## src/rtl/cam_pack_pkg.sv

```systemverilog
// Shared definitions for the camera pack selector: pack field layout, pack width and OSD colours.
package cam_pack_pkg;

    typedef enum logic [3:0] {
        FLD_PCLK,
        FLD_HSYNC,
        FLD_VSYNC,
        FLD_DE,
        FLD_R,
        FLD_G,
        FLD_B,
        FLD_X,
        FLD_Y
    } pack_field_t;

    localparam int N_CAM_MAX = 8;

    localparam logic [23:0] CAM_OSD_COLORS [N_CAM_MAX] = '{
        24'hFF0000, 24'h00FF00, 24'h0000FF, 24'hFFFF00,
        24'hFF00FF, 24'h00FFFF, 24'hFFFFFF, 24'h808080
    };

    function automatic int pack_size(input int h_act, input int v_act);
        return 28 + $clog2(h_act) + $clog2(v_act);
    endfunction

    // LSB position of a field; layout MSB first is {pclk,hsync,vsync,de,r,g,b,x,y}.
    function automatic int field_lsb(input pack_field_t fld, input int xw, input int yw);
        int lsb;
        lsb = 0;
        case (fld)
            FLD_Y:     lsb = 0;
            FLD_X:     lsb = yw;
            FLD_B:     lsb = xw + yw;
            FLD_G:     lsb = xw + yw + 8;
            FLD_R:     lsb = xw + yw + 16;
            FLD_DE:    lsb = xw + yw + 24;
            FLD_VSYNC: lsb = xw + yw + 25;
            FLD_HSYNC: lsb = xw + yw + 26;
            default:   lsb = xw + yw + 27;
        endcase
        return lsb;
    endfunction

endpackage

```

## src/rtl/key_debounce.sv

```systemverilog
// Button debouncer: 2-flop synchroniser, hold counter, one-cycle press pulse on a debounced 0->1.
// Generic enough to be shared with the trigger generator.
module key_debounce #(
    parameter int HOLD = 500_000
) (
    input  logic clk,
    input  logic rst,
    input  logic key,
    output logic press
);

    localparam int CNT_W = (HOLD > 1) ? $clog2(HOLD) : 1;

    logic             key_meta_reg;
    logic             key_sync_reg;
    logic             stable_reg;
    logic             press_reg;
    logic [CNT_W-1:0] cnt_reg;

    always_ff @(posedge clk) begin
        if (rst) begin
            key_meta_reg <= 1'b0;
            key_sync_reg <= 1'b0;
            stable_reg   <= 1'b0;
            press_reg    <= 1'b0;
            cnt_reg      <= '0;
        end else begin
            key_meta_reg <= key;
            key_sync_reg <= key_meta_reg;
            press_reg    <= 1'b0;
            if (key_sync_reg == stable_reg) begin
                cnt_reg <= '0;
            end else if (cnt_reg == CNT_W'(HOLD - 1)) begin
                stable_reg <= key_sync_reg;
                press_reg  <= key_sync_reg;
                cnt_reg    <= '0;
            end else begin
                cnt_reg <= cnt_reg + CNT_W'(1);
            end
        end
    end

    assign press = press_reg;

endmodule

```

## src/rtl/cam_pack_selector.sv

```systemverilog
// N-channel video pack selector; channel changes only on the target's vsync edge (or a timeout).
// Optional corner OSD tag enabled by defining CAM_SEL_OSD_EN.
module cam_pack_selector
    import cam_pack_pkg::*;
#(
    parameter int N_CAM    = 4,
    parameter int H_ACT    = 1280,
    parameter int V_ACT    = 720,
    parameter int KEY_HOLD = 500_000,
    parameter int TIMEOUT  = 2**24,
    parameter int DELAY    = 2,
    localparam int PACK_SIZE = pack_size(H_ACT, V_ACT),
    localparam int SEL_W     = (N_CAM > 1) ? $clog2(N_CAM) : 1
) (
    input  logic                       clk,
    input  logic                       rst,
    input  logic [N_CAM*PACK_SIZE-1:0] i_packs,
    input  logic                       key,
    input  logic                       sel_valid,
    input  logic [SEL_W-1:0]           sel_id,
    output logic [PACK_SIZE-1:0]       o_pack,
    output logic [SEL_W-1:0]           cur_sel,
    output logic                       pending,
    output logic                       timeout
);

    localparam int XW     = $clog2(H_ACT);
    localparam int YW     = $clog2(V_ACT);
    localparam int VS_OFF = field_lsb(FLD_VSYNC, XW, YW);
    localparam int WAIT_W = (TIMEOUT > 1) ? $clog2(TIMEOUT) : 1;

    typedef enum logic [1:0] {ST_IDLE, ST_ARM, ST_SWITCH} state_t;

    if (N_CAM < 2 || N_CAM > N_CAM_MAX) begin : g_bad_n_cam
        $error("cam_pack_selector: N_CAM must be in 2..8");
    end
    if (DELAY < 1) begin : g_bad_delay
        $error("cam_pack_selector: DELAY must be >= 1");
    end

    // Per-channel vsync synchroniser and rising-edge detect.
    logic [N_CAM-1:0] vs_raw;
    logic [N_CAM-1:0] vs_meta_reg;
    logic [N_CAM-1:0] vs_sync_reg;
    logic [N_CAM-1:0] vs_prev_reg;
    logic [N_CAM-1:0] vs_rise;

    for (genvar gi = 0; gi < N_CAM; gi++) begin : g_vs
        assign vs_raw[gi] = i_packs[gi*PACK_SIZE + VS_OFF];
    end
    assign vs_rise = vs_sync_reg & ~vs_prev_reg;

    logic press;

    key_debounce #(.HOLD(KEY_HOLD)) u_key_debounce (
        .clk   (clk),
        .rst   (rst),
        .key   (key),
        .press (press)
    );

    state_t            state_reg;
    logic [SEL_W-1:0]  target_reg;
    logic [SEL_W-1:0]  cur_sel_reg;
    logic [WAIT_W-1:0] wait_reg;
    logic              timeout_reg;

    // Direct select outranks the key; out-of-range ids behave as if no strobe came.
    logic             sel_ok;
    logic             req_valid;
    logic [SEL_W-1:0] next_sel;
    logic [SEL_W-1:0] req_target;

    assign sel_ok     = sel_valid && (int'(sel_id) < N_CAM);
    assign next_sel   = (cur_sel_reg == SEL_W'(N_CAM - 1)) ? '0 : cur_sel_reg + SEL_W'(1);
    assign req_valid  = sel_ok || press;
    assign req_target = sel_ok ? sel_id : next_sel;

    always_ff @(posedge clk) begin
        if (rst) begin
            vs_meta_reg <= '0;
            vs_sync_reg <= '0;
            vs_prev_reg <= '0;
            state_reg   <= ST_IDLE;
            target_reg  <= '0;
            cur_sel_reg <= '0;
            wait_reg    <= '0;
            timeout_reg <= 1'b0;
        end else begin
            vs_meta_reg <= vs_raw;
            vs_sync_reg <= vs_meta_reg;
            vs_prev_reg <= vs_sync_reg;
            timeout_reg <= 1'b0;
            case (state_reg)
                ST_IDLE: begin
                    if (req_valid && req_target != cur_sel_reg) begin
                        state_reg  <= ST_ARM;
                        target_reg <= req_target;
                        wait_reg   <= '0;
                    end
                end
                ST_ARM: begin
                    if (req_valid) begin
                        target_reg <= req_target;
                        wait_reg   <= '0;
                    end else if (vs_rise[target_reg]) begin
                        state_reg <= ST_SWITCH;
                    end else if (wait_reg == WAIT_W'(TIMEOUT - 1)) begin
                        state_reg   <= ST_SWITCH;
                        timeout_reg <= 1'b1;
                    end else begin
                        wait_reg <= wait_reg + WAIT_W'(1);
                    end
                end
                ST_SWITCH: begin
                    cur_sel_reg <= target_reg;
                    state_reg   <= ST_IDLE;
                end
                default: state_reg <= ST_IDLE;
            endcase
        end
    end

    // Output pipeline; the last stage optionally carries the OSD overwrite.
    logic [PACK_SIZE-1:0] mux_pack;
    logic [PACK_SIZE-1:0] pipe_reg  [DELAY];
    logic [PACK_SIZE-1:0] pipe_next [DELAY];
    logic [PACK_SIZE-1:0] last_next;

    assign mux_pack = i_packs[cur_sel_reg*PACK_SIZE +: PACK_SIZE];

    for (genvar gi = 0; gi < DELAY; gi++) begin : g_pipe
        if (gi == 0) begin : g_first
            assign pipe_next[gi] = mux_pack;
        end else begin : g_chain
            assign pipe_next[gi] = pipe_reg[gi-1];
        end
    end

`ifdef CAM_SEL_OSD_EN
    localparam int DE_OFF = field_lsb(FLD_DE, XW, YW);
    localparam int B_OFF  = field_lsb(FLD_B, XW, YW);
    localparam int X_OFF  = field_lsb(FLD_X, XW, YW);
    localparam int Y_OFF  = field_lsb(FLD_Y, XW, YW);

    logic [PACK_SIZE-1:0] osd_in;
    assign osd_in = pipe_next[DELAY-1];

    always_comb begin
        last_next = osd_in;
        if (osd_in[DE_OFF] && (osd_in[X_OFF +: XW] < XW'(16)) && (osd_in[Y_OFF +: YW] < YW'(16))) begin
            last_next[B_OFF +: 24] = CAM_OSD_COLORS[3'(cur_sel_reg)];
        end
    end
`else
    assign last_next = pipe_next[DELAY-1];
`endif

    always_ff @(posedge clk) begin
        if (rst) begin
            for (int i = 0; i < DELAY; i++) begin
                pipe_reg[i] <= '0;
            end
        end else begin
            for (int i = 0; i < DELAY - 1; i++) begin
                pipe_reg[i] <= pipe_next[i];
            end
            pipe_reg[DELAY-1] <= last_next;
        end
    end

    assign o_pack  = pipe_reg[DELAY-1];
    assign cur_sel = cur_sel_reg;
    assign pending = (state_reg == ST_ARM);
    assign timeout = timeout_reg;

endmodule
```

## config.mk

```make
export PLATFORM = sky130hd
export DESIGN_NAME = cam_pack_selector
export DESIGN_NICKNAME = d
export VERILOG_FILES = /design/src/rtl/cam_pack_pkg.sv /design/src/rtl/key_debounce.sv /design/src/rtl/cam_pack_selector.sv
export SDC_FILE = /design/constraint.sdc
export NUM_CORES = 1
export LEC_CHECK = 0
export CAP_MARGIN = 30
export CORE_ASPECT_RATIO = 0.8
export CORE_MARGIN = 1.5
export CORE_UTILIZATION = 48
export CTS_CLUSTER_SIZE = 24
export DETAILED_ROUTE_END_ITERATION = 12
export PLACE_DENSITY = 0.86
export RECOVER_POWER = 100
export SETUP_SLACK_MARGIN = 0.5
export SYNTH_ARGS = -nofsm -noshare
export SYNTH_HDL_FRONTEND = slang
export SYNTH_SLANG_ARGS = --single-unit
```

## constraint.sdc

```tcl
create_clock -name clk -period 5.58 [get_ports clk]
set_clock_uncertainty 0.2 [all_clocks]
set_input_delay 0.558 -clock clk [delete_from_list [all_inputs] [get_ports clk]]
set_output_delay 0.558 -clock clk [all_outputs]
set_load 0.02 [all_outputs]
```

==> results_dict.tcl, run 1 <==
set metrics [dict create \
    grt_max_degree 91 \
    worstPathCellList "dlygate4sd3_1 > or4b_1 > a211oi_1 > or3b_1 > a21oi_1" \
    max_stage_delay_ps 1540 \
    synth_top_family_by_area "simple AND/OR/NAND/NOR gates" \
    finalWirelength_um 20000 \
    critical_path_arrival_ps 4200 \
    crit_path_start_kind "input pin" \
    async_reset_ff_frac 0 \
    hpwl_um 15200 \
    htree_levels 4 \
    outcome "finished with violations" \
    cp_num_buf_inv 1 \
    grt_overflow 0 \
    via_count 5663 \
    root_buffer "clkbuf_16" \
    nets 1056 \
    yosysWarnings 0 \
    drive_gt1_frac 0.111 \
    fmax_ghz 0.246 \
    diodes 0 \
    cts_tree "yes" \
    gp_congestion 0.895 \
    rsz0062_at_grt "false" \
    grt_pass1_wl_um 31400 \
    die_y_um 110 \
    crit_slowest_cell "a211oi_1" \
    netlist_instances 615 \
    synth-simple-area-share 0.220 \
    clk_pin_slew_ps 60 \
    fin_area_sq_um 9980 \
    ys_seq_area_frac 0.480 \
    critPathKind "in2reg" \
    final_cell_mix "clkdlybuf4s50_1 (199), dfxtp_1 (163), nor2b_1 (63)" \
    post_cts_buffers 0 \
    first_pass_iters 7 \
    ant_nets 0 \
    synth_edf_count 0 \
    grt_usage 0.282 \
    syn_area_per_cell_sq_um 11.1 \
    drc 0 \
    finalHoldViolations 0 \
    synth_nets 820 \
    cp.depth 5 \
    cpLargestDelayFamily "compound AO/OA/AOI/OAI gates" \
    synth_mux_area_frac 0.166 \
    io_buffers 254 \
    p_per_area_nw_per_um2 260 \
    r2r.worst_path.cells 3 \
    wl_per_cell_um 19.2 \
    peakVddDrop_v 0.000218 \
    clk_latency_ps 420 \
    initial_core_util 0.498 \
    crit_required_ps 5720 \
    violations "capacitance limit, slew limit" \
    first_global_vias 5868 \
    slew_viol_final 56 \
    ys_types 58 \
    p_leak_nw 3.63 \
    period_needed_ps 4060 \
    holdBufCountCts 0 \
    largest_reg_flops 98 \
    drv_cap 2 \
    ctsResizeCount 0 \
    ios 255 \
    ys.flop_type "dfxtp_1" \
    dpl_cell_area_sq_um 9460 \
    drtIter0Drc 258 \
    synth_xor_area_frac 0.0243 \
    worst_pin_slew_ps 3090 \
    crit_path_end_kind "register" \
    crit_fanout 18 \
    layout_commonest_cell "clkdlybuf4s50_1" \
    cts_buffers 17 \
    coreArea_sq_um 13700 \
    slew_headroom -1.06 \
    clockBufferDepth 2 \
    cts.sink_count 164 \
    min_path_type "reg2reg" \
    synth-seq-cells 164 \
    area_delta_synth_final_pct 45.9 \
    nFillCells 944 \
    synth_area_sq_um 6840 \
    synthAdderAreaFrac 0.00548 \
    num_rows 38 \
    die_area_sq_um 15000 \
    setup_tns_ps 0 \
    via_per_inst 5.42 \
    synth-compound-area-share 0.0726 \
    fp.dieW_um 137 \
    min_path_cells 1 \
    period_share 0.728 \
    antenna_found_initial 0 \
    setup_viol 0 \
]
## routing by layer
| layer | wire [um] | GRT usage | vias up |
|---|---|---|---|
| li1 | - | - | 2698 |
| met2 | 10400 | 0.496 | 186 |
| met3 | 872 | 0.0553 | 37 |
| met1 | 8210 | 0.340 | 2742 |
| met4 | 554 | 0.113 | 0 |
| met5 | 0 | 0 | - |
## area by class of cell
class / instances / area (sq um) / share of cell area
flip-flops and latches: 164 / 3290 / 0.329
well taps: 180 / 225 / 0.0226
clock inverters: 13 / 103 / 0.0103
repair buffers: 260 / 2580 / 0.258
clock buffers: 19 / 443 / 0.0444
inverters: 7 / 26.3 / 0.00263
multi-input cells: 401 / 3320 / 0.333
## metrics by stage
stage / cells / hold slack (ps) / utilization / setup slack [ps] / total power [mW]
floorplan: 615 / 214 / - / 3190 / 1.37
global route: 1044 / 250 / 0.726 / 1040 / 2.69
global placement: 1011 / 217 / 0.688 / 2050 / 1.56
finish: 1044 / 236 / 0.726 / 1520 / 2.60
detailed placement: 1011 / 221 / 0.688 / 1840 / 1.57
CTS: 1043 / 234 / 0.728 / 2240 / 2.62
## cell families after synthesis
logic type,after synthesis
compound gates,69
xor+xnor,19
mux,52
flops,164
buf+inv,50
fa+ha+maj,3
simple gates,258
## worst register-to-register path: cells and delay by family, from the launching register on
family        cells  cell delay, ps
flops             1             550
buf+inv           1            2220
mux               1             790
simple gates      1             190
## synthesized netlist by cell type (4+ instances only)
cell type    n  area, sq um
a21oi_1     21          105
a311oi_1     9         78.8
a31oi_1      5         31.3
a41oi_1      5         43.8
and2_1      53          332
and3_1       7         43.8
and4_1       5         43.8
buf_2        8         40.0
clkbuf_1    30          113
dfxtp_1    164         3280
inv_1        7         26.3
mux4_2      49         1100
nand2_1     24         90.1
nand2b_1     6         37.5
nand3_1     13         65.1
nand4_1     11         68.8
nor2_1      36          135
nor2b_1     63          394
nor3_1      14         70.1
nor4b_1      4         35.0
o21ai_0      7         35.0
o31ai_1      4         30.0
xnor2_1     11         96.3
xor2_1       8         70.1
## final timing paths
path | start | to | slack (ps)
worst max-delay path | sel_valid | wait_reg[15]$_SDFFE_PP0P_ | 1520
worst min-delay path | vs_meta_reg[0]$_SDFF_PP0_ | vs_sync_reg[0]$_SDFF_PP0_ | 240
worst max register to register | cur_sel[0]$_SDFFE_PP0N_ | pipe_reg[0][41]$_SDFF_PP0_ | 1520
worst min register to register | vs_meta_reg[0]$_SDFF_PP0_ | vs_sync_reg[0]$_SDFF_PP0_ | 240
## report_power, final
part	total [mW]	internal (mW)	leakage, nW	switching, mW
Combinational	0.308	0.199	2.03	0.110
Clock	1.06	0.584	0.248	0.481
Sequential	1.23	1.21	1.35	0.0150
Note: power is estimated with default switching activity, not from simulation.
==> run 2: changes to the inputs <==
--- a/config.mk
+++ b/config.mk
@@ -8,10 +8,10 @@
 export CAP_MARGIN = 30
 export CORE_ASPECT_RATIO = 0.8
 export CORE_MARGIN = 1.5
-export CORE_UTILIZATION = 48
+export CORE_UTILIZATION = 45
 export CTS_CLUSTER_SIZE = 24
 export DETAILED_ROUTE_END_ITERATION = 12
-export PLACE_DENSITY = 0.86
+export PLACE_DENSITY = 0.81
 export RECOVER_POWER = 100
 export SETUP_SLACK_MARGIN = 0.5
 export SYNTH_ARGS = -nofsm -noshare
==> constraint.sdc (replaced) <==
create_clock -name clk -period 3.9 [get_ports clk]
set_clock_uncertainty 0.2 [all_clocks]
set_input_delay 0.39 -clock clk [delete_from_list [all_inputs] [get_ports clk]]
set_output_delay 0.39 -clock clk [all_outputs]
set_load 0.02 [all_outputs]
==> run 2 against run 1 <==
  * The flow still finishes with violations (capacitance limit, slew limit)
  * Critical path type unchanged
  * Power increased by 52%
  * Hold slack got worse by 0.89 ps
  * Largest power group is now clock
  * Non-clock buffer count increased by 1
  * Utilization decreased by 5.3 points
  * Largest cell class unchanged
  * Flip-flop and latch count unchanged
  * Clock-buffer cell count decreased by 1
==> results_dict.tcl, run 2 (synthesis gave the netlist of run 1 again) <==
set metrics [dict create \
    cp.depth 6 \
    fmax_ghz 0.298 \
    ant_nets 0 \
    critPathKind "in2reg" \
    grt_overflow 0 \
    post_cts_buffers 0 \
    via_count 5791 \
    via_per_inst 5.49 \
    holdBufCountCts 0 \
    max_stage_delay_ps 970 \
    die_y_um 113 \
    r2r.worst_path.cells 6 \
    dp.cells 1022 \
    power.switching_mw 0.920 \
    pwr-share-comb 0.113 \
    root_buffer "clkbuf_16" \
    die_area_sq_um 16000 \
    startpoint "sel_valid" \
    htree_levels 4 \
    p_clk_frac 0.444 \
    peakVddDrop_v 0.000324 \
    cts_buffers 17 \
    crit_required_ps 4000 \
    worstHoldStart "vs_meta_reg[0]$_SDFF_PP0_" \
    grt_pass1_wl_um 31400 \
    critical_path_arrival_ps 3450 \
    ios 255 \
    num_rows 40 \
    io_buffers 254 \
    antenna_found_initial 0 \
    outcome "finished with violations" \
    nets 1057 \
    min_path_type "reg2reg" \
    finalHoldViolations 0 \
    cp_num_buf_inv 2 \
    crit_path_start_kind "input pin" \
    slew_viol_final 82 \
    crit_fanout 9 \
    first_global_vias 5900 \
    slew_headroom -0.411 \
    clockBufferDepth 2 \
    switching_share 0.232 \
    period_share 0.860 \
    setup_tns_ps 0 \
    area_delta_synth_final_pct 47.1 \
    setup_viol 0 \
    drtIter0Drc 448 \
    layout_commonest_cell "clkdlybuf4s50_1" \
    drv_cap 2 \
    crit_slowest_cell "a211oi_1" \
    gp_congestion 0.958 \
    hpwl_um 14600 \
    clk_pin_slew_ps 60 \
    worstPathCellList "clkdlybuf4s50_1 > or4b_1 > a211oi_1 > clkbuf_1 > a31oi_1 > a311oi_1" \
    layout.cells.non_filler 1054 \
    largest_reg_flops 98 \
    ctsResizeCount 0 \
    rr_startpoint "target_reg[0]$_SDFFE_PP0P_" \
    drc 0 \
    clk_latency_ps 420 \
    wl_per_cell_um 18.5 \
    p_per_area_nw_per_um2 393 \
    r2r_slack_ps 590 \
    fp.dieW_um 141 \
    min_path_cells 1 \
    finalWirelength_um 19500 \
    final_cell_mix "clkdlybuf4s50_1 (202), dfxtp_1 (164), nor2b_1 (63)" \
    grt_max_degree 72 \
    worst_pin_slew_ps 2120 \
    grt_usage 0.257 \
    period_needed_ps 3350 \
    rsz0062_at_grt "false" \
    drive_gt1_frac 0.110 \
    cts_tree "yes" \
    cpLargestDelayFamily "compound AO/OA/AOI/OAI gates" \
    coreArea_sq_um 15000 \
    diodes 0 \
    violations "capacitance limit, slew limit" \
    p_int_mw 3.04 \
    cts.sink_count 164 \
    crit_path_end_kind "register" \
    first_pass_iters 6 \
    p_seq_frac 0.443 \
    initial_core_util 0.457 \
    p_leak_nw 3.68 \
]
[run 2: changes by cell type in the layout (fill, tap and decap cells not counted), moves of 2 or more]
cell,previous run,this run
clkinvlp_4,6,1
clkinv_4,4,0
inv_6,2,6
inv_8,0,4
clkdlybuf4s50_1,199,202
dlygate4sd3_1,54,51
bufinv_16,0,2
[run 2: final cells by class]
class | count | area (sq um)
clock inverters | 14 | 181
well taps | 189 | 236
repair buffers | 261 | 2580
fillers | 1082 | 4890
inverters | 7 | 26.3
multi-input cells | 401 | 3310
flip-flops and latches | 164 | 3280
clock buffers | 18 | 450
[run 2: worst reg2reg max path, cell delays in order (launching register included)]
cell and delay, ps:
dfxtp_1 360, and4b_1 230, or4_4 560, a211oi_1 980, clkbuf_1 410, a31oi_1 160, a311oi_1 290
[run 2: per-layer routing]
layer  vias to the layer above  routed length (um)  GRT usage
li1                       2689                   -          -
met1                      2776                8260      0.321
met2                       288                9510      0.442
met3                        38                1410     0.0647
met4                         0                 352     0.0729
met5                         -                   0          0
[run 2: path summary, 6_finish.rpt]
path / end
worst min register to register: vs_sync_reg[0]$_SDFF_PP0_
worst min-delay path: vs_sync_reg[0]$_SDFF_PP0_
worst max register to register: wait_reg[7]$_SDFFE_PP0P_
worst max-delay path: wait_reg[7]$_SDFFE_PP0P_
[run 2: stage by stage]
stage | total power, mW | utilization | area, sq um | worst slack [ps] | hold slack [ps]
6_report | 3.96 | 0.673 | 10100 | 548 | 235
5_1_grt | 4.09 | 0.673 | 10100 | 398 | 254
4_1_cts | 4.00 | 0.676 | 10100 | 989 | 160
3_5_place_dp | 2.25 | 0.634 | 9480 | 626 | 222
3_3_place_gp | 2.24 | 0.634 | 9480 | 815 | 215
2_1_floorplan | 1.96 | - | 6840 | 1600 | 214
[run 2: power by group through the flow]
stage	combinational, mW	clock [mW]	sequential [mW]
floorplan	0.145	0	1.81
global route	0.475	1.86	1.76
finish	0.447	1.76	1.75
detailed placement	0.456	0	1.79
CTS	0.459	1.79	1.75
global placement	0.447	0	1.79
